<file path="config.mk">
export PLATFORM = sky130hd
export DESIGN_NAME = branch_predict_ctrl_flat
export DESIGN_NICKNAME = d
export VERILOG_FILES = /design/src/rtl/branch_predict_ctrl_if.sv /design/src/rtl/branch_predict_ctrl.sv /design/src/flat_wrapper.sv
export SDC_FILE = /design/constraint.sdc
export NUM_CORES = 1
export LEC_CHECK = 0
export BUFFER_PORTS_ARGS = -buffer_cell sky130_fd_sc_hd__buf_2
export CORE_ASPECT_RATIO = 1.2
export CORE_MARGIN = 2
export CORE_UTILIZATION = 25
export CTS_CLUSTER_SIZE = 10
export DETAILED_ROUTE_END_ITERATION = 6
export RECOVER_POWER = 50
export SYNTH_ARGS = -nofsm -noshare
export SYNTH_HDL_FRONTEND = slang
export SYNTH_SLANG_ARGS = --single-unit
</file>
<file path="constraint.sdc">
create_clock -name clk -period 3.1 [get_ports clk]
set_input_delay 0.31 -clock clk [delete_from_list [all_inputs] [get_ports clk]]
set_output_delay 0.31 -clock clk [all_outputs]
set_load 0.02 [all_outputs]
</file>
<file path="src/rtl/branch_predict_ctrl_if.sv">
// Pipeline-facing signal bundle for branch_predict_ctrl: s1 lookup, s2 resolve, redirect and perf outputs.
// master = pipeline side, slave = branch_predict_ctrl.
interface branch_predict_ctrl_if #(
    parameter int unsigned CNT_W = 32
);
    logic              stall;
    logic [31:0]       pc_s1;
    logic              is_branch_s1;
    logic              is_jal_s1;
    logic              pred_taken_s1;
    logic [31:0]       instruction_s2;
    logic [31:0]       pc_s2;
    logic              pred_taken_s2;
    logic              breq;
    logic              brlt;
    logic [2:0]        pc_sel;
    logic              flush_s1;
    logic [CNT_W-1:0]  branch_count;
    logic [CNT_W-1:0]  mispredict_count;

    modport master (
        output stall, pc_s1, is_branch_s1, is_jal_s1, instruction_s2, pc_s2,
               pred_taken_s2, breq, brlt,
        input  pred_taken_s1, pc_sel, flush_s1, branch_count, mispredict_count
    );

    modport slave (
        input  stall, pc_s1, is_branch_s1, is_jal_s1, instruction_s2, pc_s2,
               pred_taken_s2, breq, brlt,
        output pred_taken_s1, pc_sel, flush_s1, branch_count, mispredict_count
    );
endinterface

</file>
<file path="src/rtl/branch_predict_ctrl.sv">
// PC-select control with a direct-mapped BHT of saturating counters (s1 predict, s2 resolve).
// Define BRANCH_PERF_EN to build the branch / mispredict performance counters.
module branch_predict_ctrl #(
    parameter int unsigned BHT_ENTRIES = 64,
    parameter int unsigned CTR_BITS    = 2,
    parameter int unsigned CNT_W       = 32
) (
    input  logic                  clk,
    input  logic                  rst,
    branch_predict_ctrl_if.slave  bus
);
    localparam int unsigned         IDX_W   = $clog2(BHT_ENTRIES);
    localparam logic [CTR_BITS-1:0] CTR_MAX = '1;
    localparam logic [CTR_BITS-1:0] CTR_WNT = CTR_MAX >> 1;
    localparam logic [4:0]          OP_BRANCH = 5'b11000;
    localparam logic [4:0]          OP_JALR   = 5'b11001;

    typedef enum logic [2:0] {
        PC_PLUS4   = 3'd0,
        PC_ALU     = 3'd1,
        PC_S1_TGT  = 3'd2,
        PC_RESET   = 3'd3,
        PC_RECOVER = 3'd4
    } pc_sel_e;

    logic [CTR_BITS-1:0] r_bht [BHT_ENTRIES];

    logic [IDX_W-1:0]    w_idx_s1;
    logic [IDX_W-1:0]    w_idx_s2;
    logic [CTR_BITS-1:0] w_ctr_s2;
    logic [4:0]          w_opcode;
    logic [2:0]          w_func3;
    logic                w_is_br;
    logic                w_is_jalr;
    logic                w_f3_ok;
    logic                w_taken;
    logic                w_br_valid;
    logic                w_mispredict;
    logic                w_pred_s1;
    logic                w_upd;
    pc_sel_e             w_pc_sel;
    logic                w_flush;
    logic                w_unused;

    assign w_idx_s1   = bus.pc_s1[IDX_W+1:2];
    assign w_idx_s2   = bus.pc_s2[IDX_W+1:2];
    assign w_ctr_s2   = r_bht[w_idx_s2];
    assign w_opcode   = bus.instruction_s2[6:2];
    assign w_func3    = bus.instruction_s2[14:12];
    assign w_is_br    = (w_opcode == OP_BRANCH);
    assign w_is_jalr  = (w_opcode == OP_JALR);

    always_comb begin
        w_taken = 1'b0;
        w_f3_ok = 1'b1;
        case (w_func3)
            3'b000:          w_taken = bus.breq;
            3'b001:          w_taken = ~bus.breq;
            3'b100, 3'b110:  w_taken = bus.brlt;
            3'b101, 3'b111:  w_taken = ~bus.brlt;
            default:         w_f3_ok = 1'b0;
        endcase
    end

    assign w_br_valid   = w_is_br & w_f3_ok;
    // Invalid func3 resolves not-taken, so a predicted-taken one still recovers.
    assign w_mispredict = w_is_br & (w_taken != bus.pred_taken_s2);
    assign w_pred_s1    = ~rst & bus.is_branch_s1 & r_bht[w_idx_s1][CTR_BITS-1];
    assign w_upd        = ~bus.stall & w_br_valid;

    always_comb begin
        w_pc_sel = PC_PLUS4;
        w_flush  = 1'b0;
        if (rst) begin
            w_pc_sel = PC_RESET;
        end else if (w_is_jalr) begin
            w_pc_sel = PC_ALU;
            w_flush  = 1'b1;
        end else if (w_mispredict) begin
            w_pc_sel = w_taken ? PC_ALU : PC_RECOVER;
            w_flush  = 1'b1;
        end else if (bus.is_jal_s1 | w_pred_s1) begin
            w_pc_sel = PC_S1_TGT;
        end
    end

    assign bus.pred_taken_s1 = w_pred_s1;
    assign bus.pc_sel        = w_pc_sel;
    assign bus.flush_s1      = w_flush;

    always_ff @(posedge clk) begin
        if (rst) begin
            for (int unsigned i = 0; i < BHT_ENTRIES; i++) begin
                r_bht[i] <= CTR_WNT;
            end
        end else if (w_upd) begin
            if (w_taken && (w_ctr_s2 != CTR_MAX)) begin
                r_bht[w_idx_s2] <= w_ctr_s2 + CTR_BITS'(1);
            end else if (!w_taken && (w_ctr_s2 != '0)) begin
                r_bht[w_idx_s2] <= w_ctr_s2 - CTR_BITS'(1);
            end
        end
    end

`ifdef BRANCH_PERF_EN
    logic [CNT_W-1:0] r_branch_count;
    logic [CNT_W-1:0] r_mispredict_count;

    always_ff @(posedge clk) begin
        if (rst) begin
            r_branch_count     <= '0;
            r_mispredict_count <= '0;
        end else if (w_upd) begin
            r_branch_count <= r_branch_count + CNT_W'(1);
            if (w_mispredict) begin
                r_mispredict_count <= r_mispredict_count + CNT_W'(1);
            end
        end
    end

    assign bus.branch_count     = r_branch_count;
    assign bus.mispredict_count = r_mispredict_count;
`else
    assign bus.branch_count     = CNT_W'(0);
    assign bus.mispredict_count = CNT_W'(0);
`endif

    // Only the index bits of the PCs and the opcode/func3 fields are consulted.
    assign w_unused = ^{bus.pc_s1[31:IDX_W+2], bus.pc_s1[1:0],
                        bus.pc_s2[31:IDX_W+2], bus.pc_s2[1:0],
                        bus.instruction_s2[31:15], bus.instruction_s2[11:7],
                        bus.instruction_s2[1:0]};
endmodule

</file>
<file path="src/flat_wrapper.sv">
// flat-port wrapper written by rule: the top's interface ports become plain ports
module branch_predict_ctrl_flat 
#(
    parameter int unsigned BHT_ENTRIES = 64,
    parameter int unsigned CTR_BITS    = 2,
    parameter int unsigned CNT_W       = 32
)
  (clk, rst, bus_stall, bus_pc_s1, bus_is_branch_s1, bus_is_jal_s1, bus_instruction_s2, bus_pc_s2, bus_pred_taken_s2, bus_breq, bus_brlt, bus_pred_taken_s1, bus_pc_sel, bus_flush_s1, bus_branch_count, bus_mispredict_count);
  branch_predict_ctrl_if #(.CNT_W(CNT_W)) bus_i ();
  input  logic clk;
  input  logic rst;
  input wire logic [$bits(bus_i.stall)-1:0] bus_stall;
  input wire logic [$bits(bus_i.pc_s1)-1:0] bus_pc_s1;
  input wire logic [$bits(bus_i.is_branch_s1)-1:0] bus_is_branch_s1;
  input wire logic [$bits(bus_i.is_jal_s1)-1:0] bus_is_jal_s1;
  input wire logic [$bits(bus_i.instruction_s2)-1:0] bus_instruction_s2;
  input wire logic [$bits(bus_i.pc_s2)-1:0] bus_pc_s2;
  input wire logic [$bits(bus_i.pred_taken_s2)-1:0] bus_pred_taken_s2;
  input wire logic [$bits(bus_i.breq)-1:0] bus_breq;
  input wire logic [$bits(bus_i.brlt)-1:0] bus_brlt;
  output wire logic [$bits(bus_i.pred_taken_s1)-1:0] bus_pred_taken_s1;
  output wire logic [$bits(bus_i.pc_sel)-1:0] bus_pc_sel;
  output wire logic [$bits(bus_i.flush_s1)-1:0] bus_flush_s1;
  output wire logic [$bits(bus_i.branch_count)-1:0] bus_branch_count;
  output wire logic [$bits(bus_i.mispredict_count)-1:0] bus_mispredict_count;
  assign bus_i.stall = bus_stall;
  assign bus_i.pc_s1 = bus_pc_s1;
  assign bus_i.is_branch_s1 = bus_is_branch_s1;
  assign bus_i.is_jal_s1 = bus_is_jal_s1;
  assign bus_i.instruction_s2 = bus_instruction_s2;
  assign bus_i.pc_s2 = bus_pc_s2;
  assign bus_i.pred_taken_s2 = bus_pred_taken_s2;
  assign bus_i.breq = bus_breq;
  assign bus_i.brlt = bus_brlt;
  assign bus_pred_taken_s1 = bus_i.pred_taken_s1;
  assign bus_pc_sel = bus_i.pc_sel;
  assign bus_flush_s1 = bus_i.flush_s1;
  assign bus_branch_count = bus_i.branch_count;
  assign bus_mispredict_count = bus_i.mispredict_count;
  branch_predict_ctrl #(.BHT_ENTRIES(BHT_ENTRIES), .CTR_BITS(CTR_BITS), .CNT_W(CNT_W)) u_core (.clk(clk), .rst(rst), .bus(bus_i));
endmodule
</file>
# Yosys cells after proc, flatten, opt, wreduce, memory -nomap -nowiden
# Memory sizes are Yosys's and may differ from the RTL's.
# Index checks and enable logic that the tools add are counted.
[word_totals]
register_bits = 0
ramBits = 128
output_inout_bits = 69
wordCells = 57
mem_count = 1
[op_classes]
n_addsub = 2
n_eq_ne = 9
mux = 25
bitwise_logic = 11
reduce_logical = 9
[memory_table]
columns = ["name", "words", "word_bits", "rd", "rd_ports_with_merged_regs", "write_ports", "line", "source"]
rows = [
  ["u_core.r_bht", 64, 2, 2, 0, 64, "branch_predict_ctrl.sv:26", "logic [CTR_BITS-1:0] r_bht [BHT_ENTRIES];"],
]
[ops]
columns = ["cell", "count"]
rows = [
  ["two-way mux 1 bit", 16],
  ["equality test 3 bit, second input constant", 4],
  ["two-way mux 3 bit", 4],
  ["equality test 5 bit, second input constant", 2],
  ["two-way mux 2 bit", 3],
  ["two-way mux 6 bit", 1],
  ["OR reduction 2 bit", 3],
  ["OR reduction 6 bit", 1],
  ["bitwise AND 1 bit", 5],
  ["inverter 1 bit", 4],
  ["case mux 1 bit (4 select lines)", 1],
  ["equality test 3 x 1 -> 1 bit, second input constant", 1],
  ["zero test 3 bit", 1],
  ["adder 2 x 1 -> 2 bit, second input constant", 1],
  ["logical AND 1 bit", 2],
  ["!= test 2 bit, second input constant", 1],
  ["bitwise OR 1 bit", 2],
  ["nonzero test 2 bit", 1],
  ["subtractor 2 x 1 -> 2 bit, second input constant", 1],
  ["zero test 1 bit", 1],
  ["!= test 1 bit", 1],
]

# Depth between registers and ports, before layout
[depth]
ltp_word = 13
mapped_depth = 14
mapped_depth_nobuf = 8

# Worst setup path before layout
# OpenSTA, ideal clock, no wires.
[synth_path]
path_kind = "input port to output port"
start = "input bus_pc_s1[2]"
end = "output bus_pc_sel[1]"
t_arrival_ps = 3234
required_ps = 2790
path_slack_ps = -444
cell_stages = 8
n_path_buf = 2
path_cell_list = "clkbuf_1 buf_1 mux4_2 mux4_2 mux4_2 and3b_1 nor3_1 nor2_1"
[synth_via]
elab_chain_len = 7
[synth_rtl]
columns = ["item", "line", "source"]
rows = [
  ["start, declared", "flat_wrapper.sv:13", "input wire logic [$bits(bus_i.pc_s1)-1:0] bus_pc_s1;"],
  ["memory (64 x 2 bit)", "--", ""],
  ["bitwise AND 1 bit", "branch_predict_ctrl.sv:68", "assign w_pred_s1 = ~rst & bus.is_branch_s1 & r_bht[w_idx_s1][CTR_BITS-1];"],
  ["net bus_pred_taken_s1", "flat_wrapper.sv:21", "output wire logic [$bits(bus_i.pred_taken_s1)-1:0] bus_pred_taken_s1;"],
  ["bitwise OR 1 bit", "branch_predict_ctrl.sv:82", "end else if (bus.is_jal_s1 | w_pred_s1) begin"],
  ["two-way mux 2 bit", "branch_predict_ctrl.sv:82", ""],
  ["two-way mux 3 bit", "branch_predict_ctrl.sv:79", "end else if (w_mispredict) begin"],
  ["two-way mux 3 bit", "branch_predict_ctrl.sv:76", "end else if (w_is_jalr) begin"],
  ["two-way mux 3 bit", "branch_predict_ctrl.sv:74", "if (rst) begin"],
  ["end, declared", "flat_wrapper.sv:22", "output wire logic [$bits(bus_i.pc_sel)-1:0] bus_pc_sel;"],
]
# The timed path passes the listed nets, and every way through them passes these cells.

==> key figures <==
Yosys
  – Ys Warns: 0
  – Predominant post-synthesis flop cell: edfxtp_1
  – Seq cells post-synth: 128
  – Post-synth EDFFs: 128
  – Xor and xnor area share after synthesis: 0.531%
  – Post-synthesis simple-gate area fraction: 14.6%
  – Mean Syn Cell Area: 11.9 µm²
  – Post-synth ARST share: 0%
  – Synth Area in Adders: 0%
  – Complex-gate fraction of the synthesized area: 15.7%
  – Synth Instances: 675
  – Mux share of post-synthesis cell area: 10.3%
  – Synth unique cells: 64
  – Seq/Total Area, Yosys: 48.0%
  – Mapped Area: 8010 µm²
  – Main combinational cell family by area after synthesis: compound AO/OA/AOI/OAI gates

Power and ir drop
  – Tot Pwr: 4.63 mW
  – Peak supply drop: 0.300 mV
  – Sequential Power Share: 42.2%
  – Clock power share: 42.2%
  – Comb pwr share: 15.6%
  – Switching share of power: 27.7%
  – P_int: 3.34 mW
  – Power Dens Cells: 469 nW/µm²
  – Leak: 3.62 nW
  – Psw: 1.28 mW

Placement
  – IO Port Bufs: 32
  – Final HPWL from detailed placement: 15.9 mm
  – GP Congestion: 0.839
  – Pre-CTS setup slack: -406 ps

GRT
  – Initial antenna violation count: 0
  – Total gr overflow: 0
  – Largest net degree at the start of global routing: 73
  – Total GRT Usage: 13.5%
  – First-pass GRT wire length: 34.4 mm
  – Vias in the first global route: 5844

Worst setup path
  – CP Launch Point: u_core.r_bht[56][1]
  – CP startpoint kind: flip-flop
  – Setup Crit Path Kind: reg2out
  – Worst endpoint required time: 2790 ps
  – CP Max Fanout: 2
  – CP Data Arrival Time: 2970 ps
  – Worst setup EP type: output port
  – R2R Path Start: u_core.r_bht[56][1]
  – R2R Setup Slk: 20 ps

Route
  – Via Count: 6225
  – Drt first pass iters: 7
  – DRT iter0 DRCs: 652
  – DR WL/cell: 20.6 µm
  – Drt drc: 7
  – Final ANT Viol Nets: 0
  – Via density: 5.29
  – Final WL: 24.2 mm

Timing
  – Setup TNS: -180 ps
  – Final setup vio count: 2
  – WHS: 507 ps
  – Slew headroom: 46.4%
  – Final setup margin: -179 ps
  – Final Skew: 13.4 ps
  – Worst-Margin Slew: 804 ps
  – Max-slew violations: 0
  – Min cycle time layout: 3280 ps
  – Count of final hold-check violations: 0
  – Fmax: 305 MHz
  – RSZ-0062 raised after global routing: true
  – Final period util: 106%

Die
  – Rows: 71
  – Total die area: 33500 µm²
  – Number of I/O pins: 173
  – Initial Utilization: 25.5%
  – Core Footprint: 31400 µm²
  – Die height: 200 µm
  – Die W: 167 µm

Cells and area
  – Max FFs per register: 128
  – Largest Register: u_core.r_bht
  – Area of the multi-input gates: 3640 µm²
  – Layout cell share with drive strength beyond 1: 39.4%
  – Layout area overhead: 23.1%
  – Commonest non-fill, non-tap cell in the layout: edfxtp_1
  – Largest registers: u_core.r_bht (128)
  – Diode count: 0
  – FILL cells: 3184
  – Layout Nets: 867
  – Commonest cells after routing, fill and taps aside: edfxtp_1, buf_4, nand3_1
  – Register area: 3840 µm²
  – Core Util, Final: 31.3%

Hold path
  – HP Start: bus_pc_s2[3]
  – Hold crit path type: in2reg

Clock network
  – Clock root cell: clkbuf_16
  – CTS max path bufs: 2
  – CTS Hold Bufs: 0
  – # H-tree levels: 4
  – Clock Sinks: 128
  – CTS Buf Count: 17
  – TritonCTS clock tree: built
  – Worst-path clk slew: 60 ps
  – Worst-Skew Late Latency: 420 ps

Outcome
  – Failing checks: design-rule violations, negative setup slack
  – Status: finished with violations

Run
  – Max cap viols: 0
[cells by family (layout without fill, tap and decap cells)]
kind of cell	Yosys count	count (layout)
AND/OR/NAND/NOR	203	203
buffers and inverters	148	186
AO/OA/AOI/OAI	143	143
flip-flops	128	128
multiplexers	48	48
XOR/XNOR	4	4
other	1	64
[power groups by stage]
stage               clock network, mW  logic [mW]  registers, mW
floorplan                           0       0.490           1.98
CTS                              1.97       0.676           1.95
detailed placement                  0       0.669           1.99
global route                     2.04       0.765           1.95
finish                           1.95       0.723           1.95
global placement                    0       0.666           1.99
[final cells by class]
| class | count | share of cell area (%) |
|---|---|---|
| Timing Repair Buffer | 148 | 12.9 |
| Clock inverter | 15 | 1.51 |
| Multi-Input combinational cell | 462 | 36.9 |
| Clock buffer | 17 | 4.32 |
| Tap cell | 401 | 5.09 |
| Inverter | 6 | 0.229 |
| Sequential cell | 128 | 39.0 |
[layer usage]
layer  share of wire [%]  track usage, %  vias to the layer above
met5                   0               0                        -
met4                 4.2            5.73                        0
met3                 6.5            2.35                       52
met2                  51            24.3                      312
met1                  38            16.1                     3141
li1                    -               -                     2720
[worst paths after layout]
| check | to | depth (start not counted) |
|---|---|---|
| max reg2reg | u_core.r_bht[3][1] | 13 |
| min | u_core.r_bht[7][0] | 3 |
| min reg2reg | u_core.r_bht[44][0] | 4 |
| max | bus_pc_sel[1] | 7 |
[per-stage QoR]
step                      std cells  instance area (µm²)
final                          1177                 9860
after global routing           1177                 9860
after CTS                      1162                 9530
after detailed placement       1127                 8930
after global placement         1127                 8930
after floorplan                 738                 8250
[timing repair]
action	4_1_cts	5_1_grt
setup buffers	3	8
cloned	0	7
pin swaps	2	3
resized for setup	0	31
setup endpoints to repair	2	130
[critical path: stages (launching register included)]
cell and delay (ps):
edfxtp_1 420, mux4_2 530, mux4_2 500, mux4_2 560
and3b_1 210, nor3_1 130, nor2_1 50, buf_2 150
[synthesized netlist by cell type, drive strengths merged, types with 2 or more instances]
cell type	n	area share, %
edfxtp	128	48
buf	102	8.7
nand3	73	4.6
and3	67	5.2
a31o	64	7.0
clkbuf	40	1.9
mux4	27	7.6
a221oi	19	2.2
nor2	15	0.73
mux2i	14	1.7
nor3	13	0.95
a22oi	10	0.94
a211oi	8	1.2
o22ai	8	0.70
a21oi	7	0.44
mux2	7	0.98
nand2	6	0.28
nand3b	6	0.56
inv	5	0.23
nor2b	5	0.39
and2	4	0.34
a22o	3	0.33
o21ai	3	0.19
o2bb2ai	3	0.33
or2	3	0.23
xnor2	3	0.42
a221o	2	0.25
a32o	2	0.25
and3b	2	0.22
and4b	2	0.25
o21bai	2	0.19
or3	2	0.16
or3b	2	0.22
Note: power is estimated with default switching activity, not from simulation.
